**src/rtl/store_buffer_pkg.sv**
```systemverilog
// Shared LSU store-buffer definitions: entry layout and store size decode.
package store_buffer_pkg;

  localparam int SB_LLEN    = 64;
  localparam int SB_PA_BITS = 56;
  localparam int SB_MW      = SB_LLEN / 8;
  localparam int SB_OB      = $clog2(SB_MW);

  typedef struct packed {
    logic                        valid;
    logic [SB_PA_BITS-SB_OB-1:0] wadr;
    logic [SB_LLEN-1:0]          data;
    logic [SB_MW-1:0]            mask;
  } sb_entry_t;

  // funct3[2] selects a 16-byte access; otherwise 1 << funct3[1:0] bytes.
  function automatic logic [4:0] sb_size_bytes(input logic [2:0] funct3);
    sb_size_bytes = funct3[2] ? 5'd16 : (5'd1 << funct3[1:0]);
  endfunction

endpackage

```
**src/rtl/sb_bytemask_gen.sv**
```systemverilog
// Per-byte enable generator: size from funct3, shifted by the byte offset in the word.
module sb_bytemask_gen
  import store_buffer_pkg::*;
#(
  parameter int LLEN       = SB_LLEN,
  parameter bit HONOR_QUAD = 1'b1,
  localparam int MW        = LLEN / 8,
  localparam int OB        = $clog2(MW)
) (
  input  logic [2:0]    funct3,
  input  logic [OB-1:0] offset,
  output logic [MW-1:0] mask
);

  logic [16:0] ones;
  logic [47:0] shifted;

  // Bits shifted past MW belong to the split-off half of a misaligned access.
  always_comb begin
    ones    = (17'd1 << sb_size_bytes({funct3[2] & HONOR_QUAD, funct3[1:0]})) - 17'd1;
    shifted = {31'b0, ones} << offset;
    mask    = shifted[MW-1:0];
  end

endmodule

```
**src/rtl/store_buffer.sv**
```systemverilog
// LSU store queue: masks, coalesces and drains stores; flags loads hitting pending stores.
module store_buffer
  import store_buffer_pkg::*;
#(
  parameter int LLEN    = SB_LLEN,
  parameter int PA_BITS = SB_PA_BITS,
  parameter int DEPTH   = 4,
  localparam int MW     = LLEN / 8,
  localparam int OB     = $clog2(MW),
  localparam int PW     = $clog2(DEPTH)
) (
  input  logic               clk,
  input  logic               reset,
  input  logic               StoreValidM,
  input  logic [2:0]         LSUFunct3M,
  input  logic [PA_BITS-1:0] PAdrM,
  input  logic [LLEN-1:0]    LittleEndianWriteDataM,
  output logic               StoreReadyM,
  input  logic               LoadValidM,
  input  logic [PA_BITS-1:0] LoadAdrM,
  input  logic [2:0]         LoadFunct3M,
  output logic               LoadHitSB,
  output logic               DrainValid,
  output logic [PA_BITS-1:0] DrainAdr,
  output logic [LLEN-1:0]    DrainData,
  output logic [MW-1:0]      DrainByteMask,
  input  logic               DrainReady,
  output logic               SBEmpty,
  output logic               SBFull
);

  localparam logic [PW:0]   FULL_CNT = (PW+1)'(DEPTH);
  localparam logic [PW:0]   ONE_CNT  = (PW+1)'(1);
  localparam logic [PW:0]   TWO_CNT  = (PW+1)'(2);
  localparam logic [PW-1:0] ONE_PTR  = PW'(1);

  sb_entry_t entries [DEPTH];
  logic [PW-1:0] head, tail, youngest;
  logic [PW:0]   count;

  logic [MW-1:0]         store_mask, load_mask;
  logic [PA_BITS-OB-1:0] store_wadr, load_wadr;
  logic                  enq, deq, merge;

  sb_bytemask_gen #(.LLEN(LLEN), .HONOR_QUAD(1'b1)) u_store_mask (
    .funct3 (LSUFunct3M),
    .offset (PAdrM[OB-1:0]),
    .mask   (store_mask)
  );

  sb_bytemask_gen #(.LLEN(LLEN), .HONOR_QUAD(1'b0)) u_load_mask (
    .funct3 (LoadFunct3M),
    .offset (LoadAdrM[OB-1:0]),
    .mask   (load_mask)
  );

  assign store_wadr  = PAdrM[PA_BITS-1:OB];
  assign load_wadr   = LoadAdrM[PA_BITS-1:OB];
  assign youngest    = tail - ONE_PTR;

  assign SBFull      = (count == FULL_CNT);
  assign SBEmpty     = (count == '0);
  assign StoreReadyM = !SBFull;
  assign DrainValid  = !SBEmpty;

  assign enq   = StoreValidM && !SBFull;
  assign deq   = DrainValid && DrainReady;
  // The head may be mid-handshake, so only a non-head youngest entry absorbs a store.
  assign merge = enq && (count >= TWO_CNT) && entries[youngest].valid &&
                 (entries[youngest].wadr == store_wadr) && (youngest != head);

  always_comb begin
    DrainAdr      = '0;
    DrainData     = '0;
    DrainByteMask = '0;
    if (DrainValid) begin
      DrainAdr      = {entries[head].wadr, {OB{1'b0}}};
      DrainData     = entries[head].data;
      DrainByteMask = entries[head].mask;
    end
  end

  always_comb begin
    LoadHitSB = 1'b0;
    for (int i = 0; i < DEPTH; i++) begin
      if (LoadValidM && entries[i].valid && (entries[i].wadr == load_wadr) &&
          |(entries[i].mask & load_mask))
        LoadHitSB = 1'b1;
    end
  end

  always_ff @(posedge clk) begin
    if (reset) begin
      head  <= '0;
      tail  <= '0;
      count <= '0;
      for (int i = 0; i < DEPTH; i++) entries[i] <= '0;
    end else begin
      if (deq) begin
        entries[head].valid <= 1'b0;
        head                <= head + ONE_PTR;
      end
      if (merge) begin
        for (int b = 0; b < MW; b++) begin
          if (store_mask[b])
            entries[youngest].data[b*8 +: 8] <= LittleEndianWriteDataM[b*8 +: 8];
        end
        entries[youngest].mask <= entries[youngest].mask | store_mask;
      end else if (enq) begin
        entries[tail] <= '{valid: 1'b1, wadr: store_wadr,
                           data: LittleEndianWriteDataM, mask: store_mask};
        tail          <= tail + ONE_PTR;
      end
      case ({enq && !merge, deq})
        2'b10:   count <= count + ONE_CNT;
        2'b01:   count <= count - ONE_CNT;
        default: count <= count;
      endcase
    end
  end

endmodule
```
**config.mk**
```make
export PLATFORM = sky130hd
export DESIGN_NAME = store_buffer
export DESIGN_NICKNAME = d
export VERILOG_FILES = /design/src/rtl/store_buffer_pkg.sv /design/src/rtl/sb_bytemask_gen.sv /design/src/rtl/store_buffer.sv
export SDC_FILE = /design/constraint.sdc
export NUM_CORES = 1
export LEC_CHECK = 0
export ABC_CLOCK_PERIOD_IN_PS = 7840
export CELL_PAD_IN_SITES_DETAIL_PLACEMENT = 1
export CELL_PAD_IN_SITES_GLOBAL_PLACEMENT = 2
export CORE_UTILIZATION = 40
export CTS_BUF_LIST = sky130_fd_sc_hd__clkbuf_4 sky130_fd_sc_hd__clkbuf_8 sky130_fd_sc_hd__clkbuf_16
export CTS_CLUSTER_SIZE = 16
export DETAILED_ROUTE_END_ITERATION = 6
export PLACE_DENSITY = 0.82
export SYNTH_ARGS = -nofsm -noshare
export SYNTH_HDL_FRONTEND = slang
export SYNTH_SLANG_ARGS = --single-unit
```
**constraint.sdc**
```tcl
create_clock -name clk -period 7.84 [get_ports clk]
set_clock_uncertainty 0.15 [all_clocks]
set_input_delay 1.176 -clock clk [delete_from_list [all_inputs] [get_ports clk]]
set_output_delay 1.176 -clock clk [all_outputs]
set_load 0.01 [all_outputs]
```
==> metrics.md, run 1 <==
| Metric | Value |
|---|---|
| Kind of path behind the tightest hold check | `reg -> reg` |
| Synth warnings | `0` |
| Drt wl/cell | `about 31 um` |
| Largest net degree at the start of global routing | `approximately 110` |
| WS Path Type | `reg -> reg` |
| Setup Fix Bufs, Post-CTS | `0` |
| Clock sinks | `approximately 500` |
| Family with the most delay on the worst path | `compound AO/OA/AOI/OAI gates` |
| CP startpoint kind | `flop` |
| Slew Viols, Final | `0` |
| Cell area after layout | `approximately 0.035 mm2` |
| CTS root buf | `clkbuf_16` |
| RSZ-0062 raised after global routing | `no` |
| Most used DFF post-synth | `edfxtp_1` |
| Critical path cell sequence | `buf_4 > mux2i_1 > xor2_1 > o211ai_1 > a2111oi_0 > o2111ai_1 > nor4_4 > buf_12 > mux2i_1 > and3_1` |
| Synth Register Bits | `about 500` |
| H-tree Lvls | `2` |
| Worst path max stage delay | `1.03 ns` |
| GR Layer Usage met3 | `0.0369` |
| Headroom to the max-slew limit | `0.160` |
| Tcrit/Tclk final | `0.796` |
| Critical path peak fanout | `40` |
| Area Growth Syn to Fin | `20.4%` |
| Top cells by count, synth | `edfxtp_1, and2_1, mux4_2, nor2_1, xor2_1` |
| Final net count | `2,745` |
| Final critical-path required period | `roughly 6.2 ns` |
| Total power draw | `9.19 mW` |
| Synth top area share | `0.519` |
| Worst-margin pin slew | `between 1 and 1.5 ns` |
| F_max | `around 160 MHz` |
| Post-route setup slack | `1.60 ns` |
| Global-route wire length before repair | `~160,000 um` |
| Initial antenna violation count | `11` |
| Total track usage | `0.295` |
| Core box area | `a little over 0.07 mm2` |
| Clock transition at path regs | `0.06 ns` |
| Met1 usage | `0.382` |
| Post-cts sizing count | `0` |
| EDFF count, synth | `504` |
| Ys async rst share | `0` |
| Sum Neg Setup Slack | `0 ns` |
| Total Routed Length | `around 110,000 um` |
| # DRC | `0` |
| Gr ovfl total | `0` |
| Yosys top cell by area | `edfxtp_1` |
| Top-count cell post-synth | `edfxtp_1` |
| DRT iter0 DRCs | `2,137` |
| Die W | `around 270 um` |
| Area contributors post-synth | `edfxtp_1, mux4_2, and2_1, xor2_1, mux2i_1` |
| Layout cells sized above 1 | `0.144` |
| Die height | `roughly 270 um` |
| Port Buf Inserts | `roughly 320` |
| Max Cap Violations | `0` |
| Run status | `finished, final reports clean` |
| Hold Vio Cnt, Final | `0` |
| LEAKAGE | `roughly 13 nW` |
| Vias in the first global route | `22,300` |
| GR met2 Demand/Resource | `0.502` |
| Post-route ant nets | `0` |
| Placer Congestion | `1.05` |
| Peak VDD IR | `~0.00024 V` |
| DR vias | `approximately 21,000` |
| CP bufs+invs | `2` |
| Average via count per standard cell | `~6.0` |
| Mapped cell area | `about 0.029 mm2` |
| Setup Slack @ Placement | `roughly 1.4 ns` |
| Arr. time, crit path | `between 6 and 7 ns` |
| Clock Latency Late Sink | `between 0.6 and 0.7 ns` |
| Starting Density | `0.406` |
| Floorplan row count | `a little under 100` |
| Post-synthesis sequential area ratio | `0.525` |
| P per Cell Area | `approximately 260 mW/mm2` |
| GRT Max-Usage Layer | `met2` |
| Final HPWL DP | `just under 80,000 um` |
| Most frequent CP cell | `mux2i_1` |
| Syn Area/Cell | `12.7 um2` |
| Worst endpoint required time | `8.19 ns` |
| Worst path slowest cell | `mux2i_1` |
| CTS tree | `done` |
| Pre-antenna DRT Iters | `6` |
| Area after DPL | `~0.033 mm2` |
| CTS Hold Bufs | `0` |
| Longest Clk Path Bufs | `3` |
| Number of I/O pins | `320` |
| Mapped Cells | `2,294` |
| CP Capture Type | `flop` |
| Die ar. | `0.0740 mm2` |
| Count of final setup violators | `0` |
| Cts bufs inserted | `56` |
| Yosys cell types | `~70` |
-- through the flow --
stage / hold WS [ns] / instances / utilization
CTS: 0.387 / 3551 / 0.488
finish: 0.392 / 3555 / 0.488
global route: 0.432 / 3552 / 0.488
detailed placement: 0.379 / 3447 / 0.463
global placement: 0.357 / 3447 / 0.463
floorplan: 0.330 / 2296 / -
-- cells by family after synthesis --
logic type,share of synthesized area
muxes,0.160
and+or+nand+nor,0.169
adders and majority gates,0.00155
DFF,0.525
other,0.000258
xor gates and xnor gates,0.0598
buffers and inverters,0.0335
AOI/OAI and AO/OA,0.0505
-- report_power, final --
group	switching [mW]	total [mW]	internal (mW)	leakage (nW)
logic	1.60	3.02	1.42	6.42
registers	0.230	3.49	3.26	5.32
clock network	1.15	2.68	1.53	0.922
-- per-layer routing --
| layer | routed length, um | vias to the layer above | part of all wire |
|---|---|---|---|
| met2 | 54500 | 917 | 0.49 |
| met3 | 6940 | 205 | 0.063 |
| met4 | 4750 | 14 | 0.043 |
| li1 | - | 9088 | - |
| met1 | 44100 | 11000 | 0.40 |
| met5 | 75 | - | 0.00068 |
-- worst min-delay path: stages, from the launching register on --
cell and delay [ns]:
dfxtp_1 0.34, o21ai_0 0.09, a21oi_1 0.06
-- flip-flops by register name, summed over array words and instances (netlist names), named ones only --
name	flops
count	3
head	2
entries	504
tail	2
-- worst paths after layout --
kind	from	endpoint	slack, ns	depth (start not counted)
worst max-delay path	tail[0]	entries[0][66]	1.60	10
worst min register to register	count[2]	count[2]	0.39	2
worst max register to register	tail[0]	entries[0][66]	1.60	10
worst min-delay path	count[2]	count[2]	0.39	2
-- layout by cell type (no fill, tap or decap), types with 16 or more instances in the layout --
cell	count
clkdlybuf4s50_1	315
buf_4	35
nor2_2	21
clkbuf_16	56
mux4_2	172
xnor2_1	69
nor4_1	45
clkinv_1	16
edfxtp_1	504
nor3_1	43
a22oi_1	20
mux2i_1	61
xor2_1	130
a21oi_1	24
o22ai_1	35
nand4_1	28
nand2_1	84
and3_1	96
nor2_1	146
inv_1	87
o21ai_0	24
and2_1	366
-- area by class of cell --
type                       count  area, um2
antenna                        4       10.0
clock buffer                  68       1490
clock inverter                36        354
fill                        7341      36800
inverter                      89        334
multi-input combinational   1543      12900
sequential                   513      15300
tap                          950       1190
timing repair buffer         352       3460
(Power assumes the default switching activity.)
==> run 2: changes to the inputs <==
--- a/config.mk
+++ b/config.mk
@@ -5,7 +5,7 @@
 export SDC_FILE = /design/constraint.sdc
 export NUM_CORES = 1
 export LEC_CHECK = 0
-export ABC_CLOCK_PERIOD_IN_PS = 7840
+export ABC_CLOCK_PERIOD_IN_PS = 5940
 export CELL_PAD_IN_SITES_DETAIL_PLACEMENT = 1
 export CELL_PAD_IN_SITES_GLOBAL_PLACEMENT = 2
 export CORE_UTILIZATION = 40
==> constraint.sdc (replaced) <==
create_clock -name clk -period 5.94 [get_ports clk]
set_clock_uncertainty 0.15 [all_clocks]
set_input_delay 0.891 -clock clk [delete_from_list [all_inputs] [get_ports clk]]
set_output_delay 0.891 -clock clk [all_outputs]
set_load 0.01 [all_outputs]
==> metrics.md, run 2 (same netlist as run 1, synthesis figures left out) <==
| Metric | Value |
|---|---|
| Count of final setup violators | `0` |
| Post-route ant nets | `0` |
| Hold path endpoint | `count[2]` |
| Most common cell after layout, fill and taps aside | `edfxtp_1` |
| Run status | `finished, final reports clean` |
| Area Growth Syn to Fin | `21.9%` |
| FF-to-FF setup slack | `approximately 0.49 ns` |
| Total Routed Length | `115,000 um` |
| Total track usage | `0.308` |
| Headroom to the max-slew limit | `0.0977` |
| Critical path peak fanout | `5` |
| CP startpoint kind | `primary input` |
| Die height | `between 200 and 300 um` |
| Kind of path behind the tightest hold check | `reg -> reg` |
| DR vias | `21,400` |
| Worst path max stage delay | `roughly 0.73 ns` |
| WHS | `0.410 ns` |
| Initial antenna violation count | `6` |
| Util after Layout | `0.495` |
| # DRC | `0` |
| Die W | `between 200 and 300 um` |
| Commonest cells after routing, fill and taps aside | `edfxtp_1, and2_1, clkdlybuf4s50_1` |
| Top Registers | `entries x504, count x3` |
| Fillers | `around 7,300` |
| Vias in the first global route | `around 23,000` |
| Average via count per standard cell | `between 5 and 6` |
| CP startpoint | `LoadAdrM[42]` |
| Clock sinks | `513` |
| Reg-to-reg endpoint | `entries[0][28]` |
| CTS tree | `done` |
| Peak VDD IR | `about 0.00023 V` |
| Hold Vio Cnt, Final | `0` |
| Max Cap Violations | `0` |
| Drt wl/cell | `between 30 and 40 um` |
| Floorplan row count | `just under 100` |
| H-tree Lvls | `2` |
| Port Buf Inserts | `about 320` |
| Final net count | `between 2,000 and 3,000` |
| Cts bufs inserted | `56` |
| Largest net degree at the start of global routing | `73` |
| Worst path slowest cell | `nor4_1` |
| Setup Fix Bufs, Post-CTS | `0` |
| P per Cell Area | `approximately 350 mW/mm2` |
| Gr ovfl total | `0` |
| Critical path cell sequence | `clkdlybuf4s50_1 > xor2_1 > nor4_1 > nand4_1 > nor4_1 > buf_4 > a32oi_1 > o221ai_1 > buf_4 > clkdlybuf4s50_1` |
| Number of I/O pins | `320` |
| CP bufs+invs | `4` |
| CTS root buf | `clkbuf_16` |
| Worst endpoint required time | `roughly 4.9 ns` |
| Slew Viols, Final | `0` |
| F_max | `180 MHz` |
| Worst Reg-to-Reg Cells | `12` |
| Largest Register | `entries` |
| Register area | `about 0.015 mm2` |
| DRT iter0 DRCs | `1,878` |
| Final critical-path required period | `approximately 5.6 ns` |
| Multi-input logic area | `~0.013 mm2` |
| Placer Congestion | `between 1 and 1.5` |
| Sum Neg Setup Slack | `0 ns` |
| Arr. time, crit path | `about 4.5 ns` |
| Post-cts sizing count | `0` |
| Post-route setup slack | `between 0.3 and 0.4 ns` |
| Pre-antenna DRT Iters | `5` |
| Tcrit/Tclk final | `0.937` |
| Clock Latency Late Sink | `about 0.64 ns` |
| Global-route wire length before repair | `164,000 um` |
| WS Path Type | `in -> out` |
| Starting Density | `0.406` |
| Hold Path Depth | `2` |
| Longest Clk Path Bufs | `3` |
| Final HPWL DP | `about 84,000 um` |
| Max reg flops | `roughly 500` |
| Worst-margin pin slew | `1.32 ns` |
| Setup Slack @ Placement | `about 0.55 ns` |
| Core box area | `just over 0.07 mm2` |
| Reg2reg start | `tail[0]` |
| Min-Delay Startpoint | `count[2]` |
| CTS Hold Bufs | `0` |
| Clock transition at path regs | `0.06 ns` |
| Family with the most delay on the worst path | `simple AND/OR/NAND/NOR gates` |
| RSZ-0062 raised after global routing | `no` |
| CP Capture Type | `output port` |
| Layout cells sized above 1 | `0.158` |
| Die ar. | `~0.074 mm2` |
| LEAKAGE | `roughly 13 nW` |
[run 2: cell count changes in the layout (fill, tap and decap cells not counted)]
cell,delta
clkinv_1,-6
clkinvlp_4,+4
bufinv_16,+6
buf_12,+3
clkbuf_4,-4
buf_4,+34
diode_2,-2
clkinv_8,-1
inv_16,-1
clkinv_4,-2
clkinv_2,+2
clkbuf_16,+1
[run 2: worst max-delay path by stage]
| stage | endpoint | slack, ns | cells after the start |
|---|---|---|---|
| detailed placement | entries[2][37] | 0.55 | 10 |
| floorplan | entries[1][24] | 1.09 | 15 |
| CTS | entries[2][37] | 0.55 | 11 |
| global route | entries[2][27] | 0.24 | 12 |
| global placement | LoadHitSB | 0.52 | 10 |
| finish | LoadHitSB | 0.37 | 10 |
[run 2: stage by stage]
stage	power [mW]	cells	area (um2)
after floorplan	6.70	2296	29200
after global placement	8.66	3484	33600
after detailed placement	8.73	3484	33600
after CTS	12.5	3587	35500
after global routing	12.9	3588	35500
final	12.5	3589	35500
[run 2: worst reg2reg max path: cells and delay by family, from the launching register on]
| family | cells | cell delay, ns |
|---|---|---|
| compound gates | 1 | 0.27 |
| xor+xnor | 1 | 0.27 |
| buf+inv | 4 | 1.21 |
| flops | 1 | 0.69 |
| mux | 2 | 1.64 |
| simple gates | 4 | 1.07 |
[run 2: cell type report]
cell class	instances	area share
Sequential cell	513	0.431
Multi-Input combinational cell	1543	0.364
Timing Repair Buffer	389	0.106
Clock buffer	65	0.0418
Tap cell	950	0.0334
Clock inverter	38	0.0140
Inverter	89	0.00940
Antenna cell	2	0.000141
[run 2: where the power goes]
group | switching [mW] | internal (mW)
logic | 2.12 | 1.90
clock network | 1.54 | 2.27
registers | 0.322 | 4.30
total | 3.99 | 8.47
[run 2: per-layer routing]
layer,routed length (um),share of wire,track usage
met4,4010,0.035,0.105
met5,35,0.00030,0
met2,58100,0.51,0.537
met3,6360,0.055,0.0373
met1,46300,0.40,0.396
==> run 3: changes to the inputs <==
--- a/config.mk
+++ b/config.mk
@@ -13,6 +13,8 @@
 export CTS_CLUSTER_SIZE = 16
 export DETAILED_ROUTE_END_ITERATION = 6
 export PLACE_DENSITY = 0.82
+export REMOVE_ABC_BUFFERS = 1
+export SLEW_MARGIN = 20
 export SYNTH_ARGS = -nofsm -noshare
 export SYNTH_HDL_FRONTEND = slang
 export SYNTH_SLANG_ARGS = --single-unit
==> metrics.md, run 3 (same netlist as run 1, synthesis figures left out) <==
| Metric | Value |
|---|---|
| Run status | `finished, final reports clean` |
| Clock Latency Late Sink | `around 0.64 ns` |
| CTS tree | `done` |
| Most common cell after layout, fill and taps aside | `edfxtp_1` |
| CP startpoint kind | `flop` |
| H-tree Lvls | `2` |
| Headroom to the max-slew limit | `0.227` |
| Setup Slack @ Placement | `0.616 ns` |
| Initial antenna violation count | `7` |
| Post-cts sizing count | `0` |
| Core box area | `a little over 0.07 mm2` |
| Reg2reg start | `tail[0]` |
| Placer Congestion | `0.997` |
| Non-Filler Instances | `roughly 3,600` |
| Hold path endpoint | `count[2]` |
| Post-Place Cells | `~3,500` |
| Floorplan row count | `between 90 and 100` |
| Post-route setup slack | `between 0.7 and 0.8 ns` |
| Internal | `between 8 and 9 mW` |
| Largest Register | `entries` |
| Tcrit/Tclk final | `0.877` |
| Commonest cells after routing, fill and taps aside | `edfxtp_1, and2_1, clkdlybuf4s50_1` |
| Met2 wire length | `roughly 57,000 um` |
| Util after Layout | `0.496` |
| Fillers | `7,285` |
| # DRC | `0` |
| Clock transition at path regs | `about 0.06 ns` |
| Multi-input logic area | `0.0129 mm2` |
| Final critical-path required period | `about 5.2 ns` |
| Worst endpoint required time | `roughly 6.1 ns` |
| Largest net degree at the start of global routing | `between 70 and 80` |
| Port Buf Inserts | `approximately 320` |
| Register area | `approximately 0.015 mm2` |
| FF-to-FF setup slack | `~0.73 ns` |
| CP Capture Type | `flop` |
| Hold Path Depth | `2` |
| Kind of path behind the tightest hold check | `reg -> reg` |
| P per Cell Area | `about 350 mW/mm2` |
| Drt wl/cell | `30.6 um` |
| Peak VDD IR | `about 0.00024 V` |
| Combinational power share | `0.324` |
| Gr ovfl total | `0` |
| Worst path max stage delay | `0.60 ns` |
| Reg-to-reg endpoint | `entries[2][56]` |
| Vias in the first global route | `between 20,000 and 25,000` |
| Post-route ant nets | `0` |
| Arr. time, crit path | `5.41 ns` |
| Final HPWL DP | `~81,000 um` |
| Count of final setup violators | `0` |
| Critical path peak fanout | `25` |
| Die W | `approximately 270 um` |
| NetSw | `3.93 mW` |
| Starting Density | `0.406` |
| RSZ-0062 raised after global routing | `no` |
| Setup Fix Bufs, Post-CTS | `0` |
| Worst-margin pin slew | `around 1.2 ns` |
| Top sig layer | `met5` |
| DR vias | `about 21,000` |
| Min-Delay Startpoint | `count[2]` |
| Worst path slowest cell | `or4_1` |
| Flop pwr share | `0.372` |
| Pre-antenna DRT Iters | `6` |
| Final net count | `2,796` |
| Average via count per standard cell | `about 5.9` |
| Worst Reg-to-Reg Cells | `10` |
| Hold Vio Cnt, Final | `0` |
| Cell area after layout | `about 0.036 mm2` |
| CTS root buf | `clkbuf_16` |
| Total power draw | `12.4 mW` |
| LEAKAGE | `13.0 nW` |
| F_max | `a little under 200 MHz` |
| Number of I/O pins | `320` |
| Longest Clk Path Bufs | `3` |
| Die height | `around 270 um` |
| Critical path cell sequence | `buf_4 > mux4_2 > xnor2_1 > nand4_1 > or4_1 > or4_1 > nor4_4 > buf_4 > o21ai_4 > a31o_2` |
| Global-route wire length before repair | `158,000 um` |
| CTS Hold Bufs | `0` |
| Area after DPL | `0.0337 mm2` |
| Max Cap Violations | `0` |
| Wire length on met3 | `between 6000 and 7000 um` |
| Area Growth Syn to Fin | `22.4%` |
| Top Registers | `entries x504, count x3` |
| Clock power frac | `0.304` |
| Clock sinks | `between 500 and 600` |
| Die ar. | `0.0740 mm2` |
| Layout cells sized above 1 | `0.163` |
| Max reg flops | `~500` |
| Cts bufs inserted | `57` |
| Total track usage | `0.296` |
| WS Path Type | `reg -> reg` |
| Slew Viols, Final | `0` |
| DRT iter0 DRCs | `between 1,500 and 2,000` |
| Routed met1 length | `roughly 43,000 um` |
| Total Routed Length | `roughly 110,000 um` |
| Sw frac | `0.318` |
[run 3: worst max path at each step]
| stage | from | to | slack (ns) |
|---|---|---|---|
| 6_report | tail[0] | entries[2][56] | 0.73 |
| 5_1_grt | tail[0] | entries[2][34] | 0.56 |
| 4_1_cts | tail[0] | entries[0][35] | 0.65 |
| 3_5_place_dp | PAdrM[49] | entries[0][35] | 0.62 |
| 3_3_place_gp | PAdrM[14] | entries[0][62] | 0.69 |
| 2_1_floorplan | tail[0] | entries[2][24] | -6.56 |
[run 3: cell type report]
cell class | count | share of cell area
antenna | 3 | 0.000210
clock buffer | 69 | 0.0430
sequential | 513 | 0.430
multi-input combinational | 1543 | 0.363
tap | 950 | 0.0333
inverter | 89 | 0.00936
clock inverter | 35 | 0.0121
timing repair buffer | 402 | 0.109
[run 3: power groups by stage]
stage | sequential (mW) | combinational (mW) | clock [mW]
6_report | 4.61 | 4.01 | 3.76
5_1_grt | 4.64 | 4.25 | 3.90
4_1_cts | 4.61 | 4.06 | 3.80
3_5_place_dp | 4.68 | 4.03 | 0
3_3_place_gp | 4.66 | 3.98 | 0
2_1_floorplan | 4.72 | 2.08 | 0
[run 3: through the flow]
step / hold slack (ns) / TNS (ns)
2_1_floorplan: 0.324 / -4875.43
3_3_place_gp: 0.355 / 0
3_5_place_dp: 0.381 / 0
4_1_cts: 0.390 / 0
5_1_grt: 0.429 / 0
6_report: 0.396 / 0
[run 3: routing by layer]
metal,vias to the layer above,GRT usage
li1,9177,-
met1,11000,0.370
met4,4,0.0881
met5,-,0
met2,790,0.526
met3,148,0.0456
[run 3: critical path, delay by kind of cell, from the launching register on]
family	cells	cell delay [ns]
AND/OR/NAND/NOR	4	1.75
AO/OA/AOI/OAI	2	0.87
buffers and inverters	2	0.79
flip-flops	1	0.59
multiplexers	1	0.54
XOR/XNOR	1	0.19
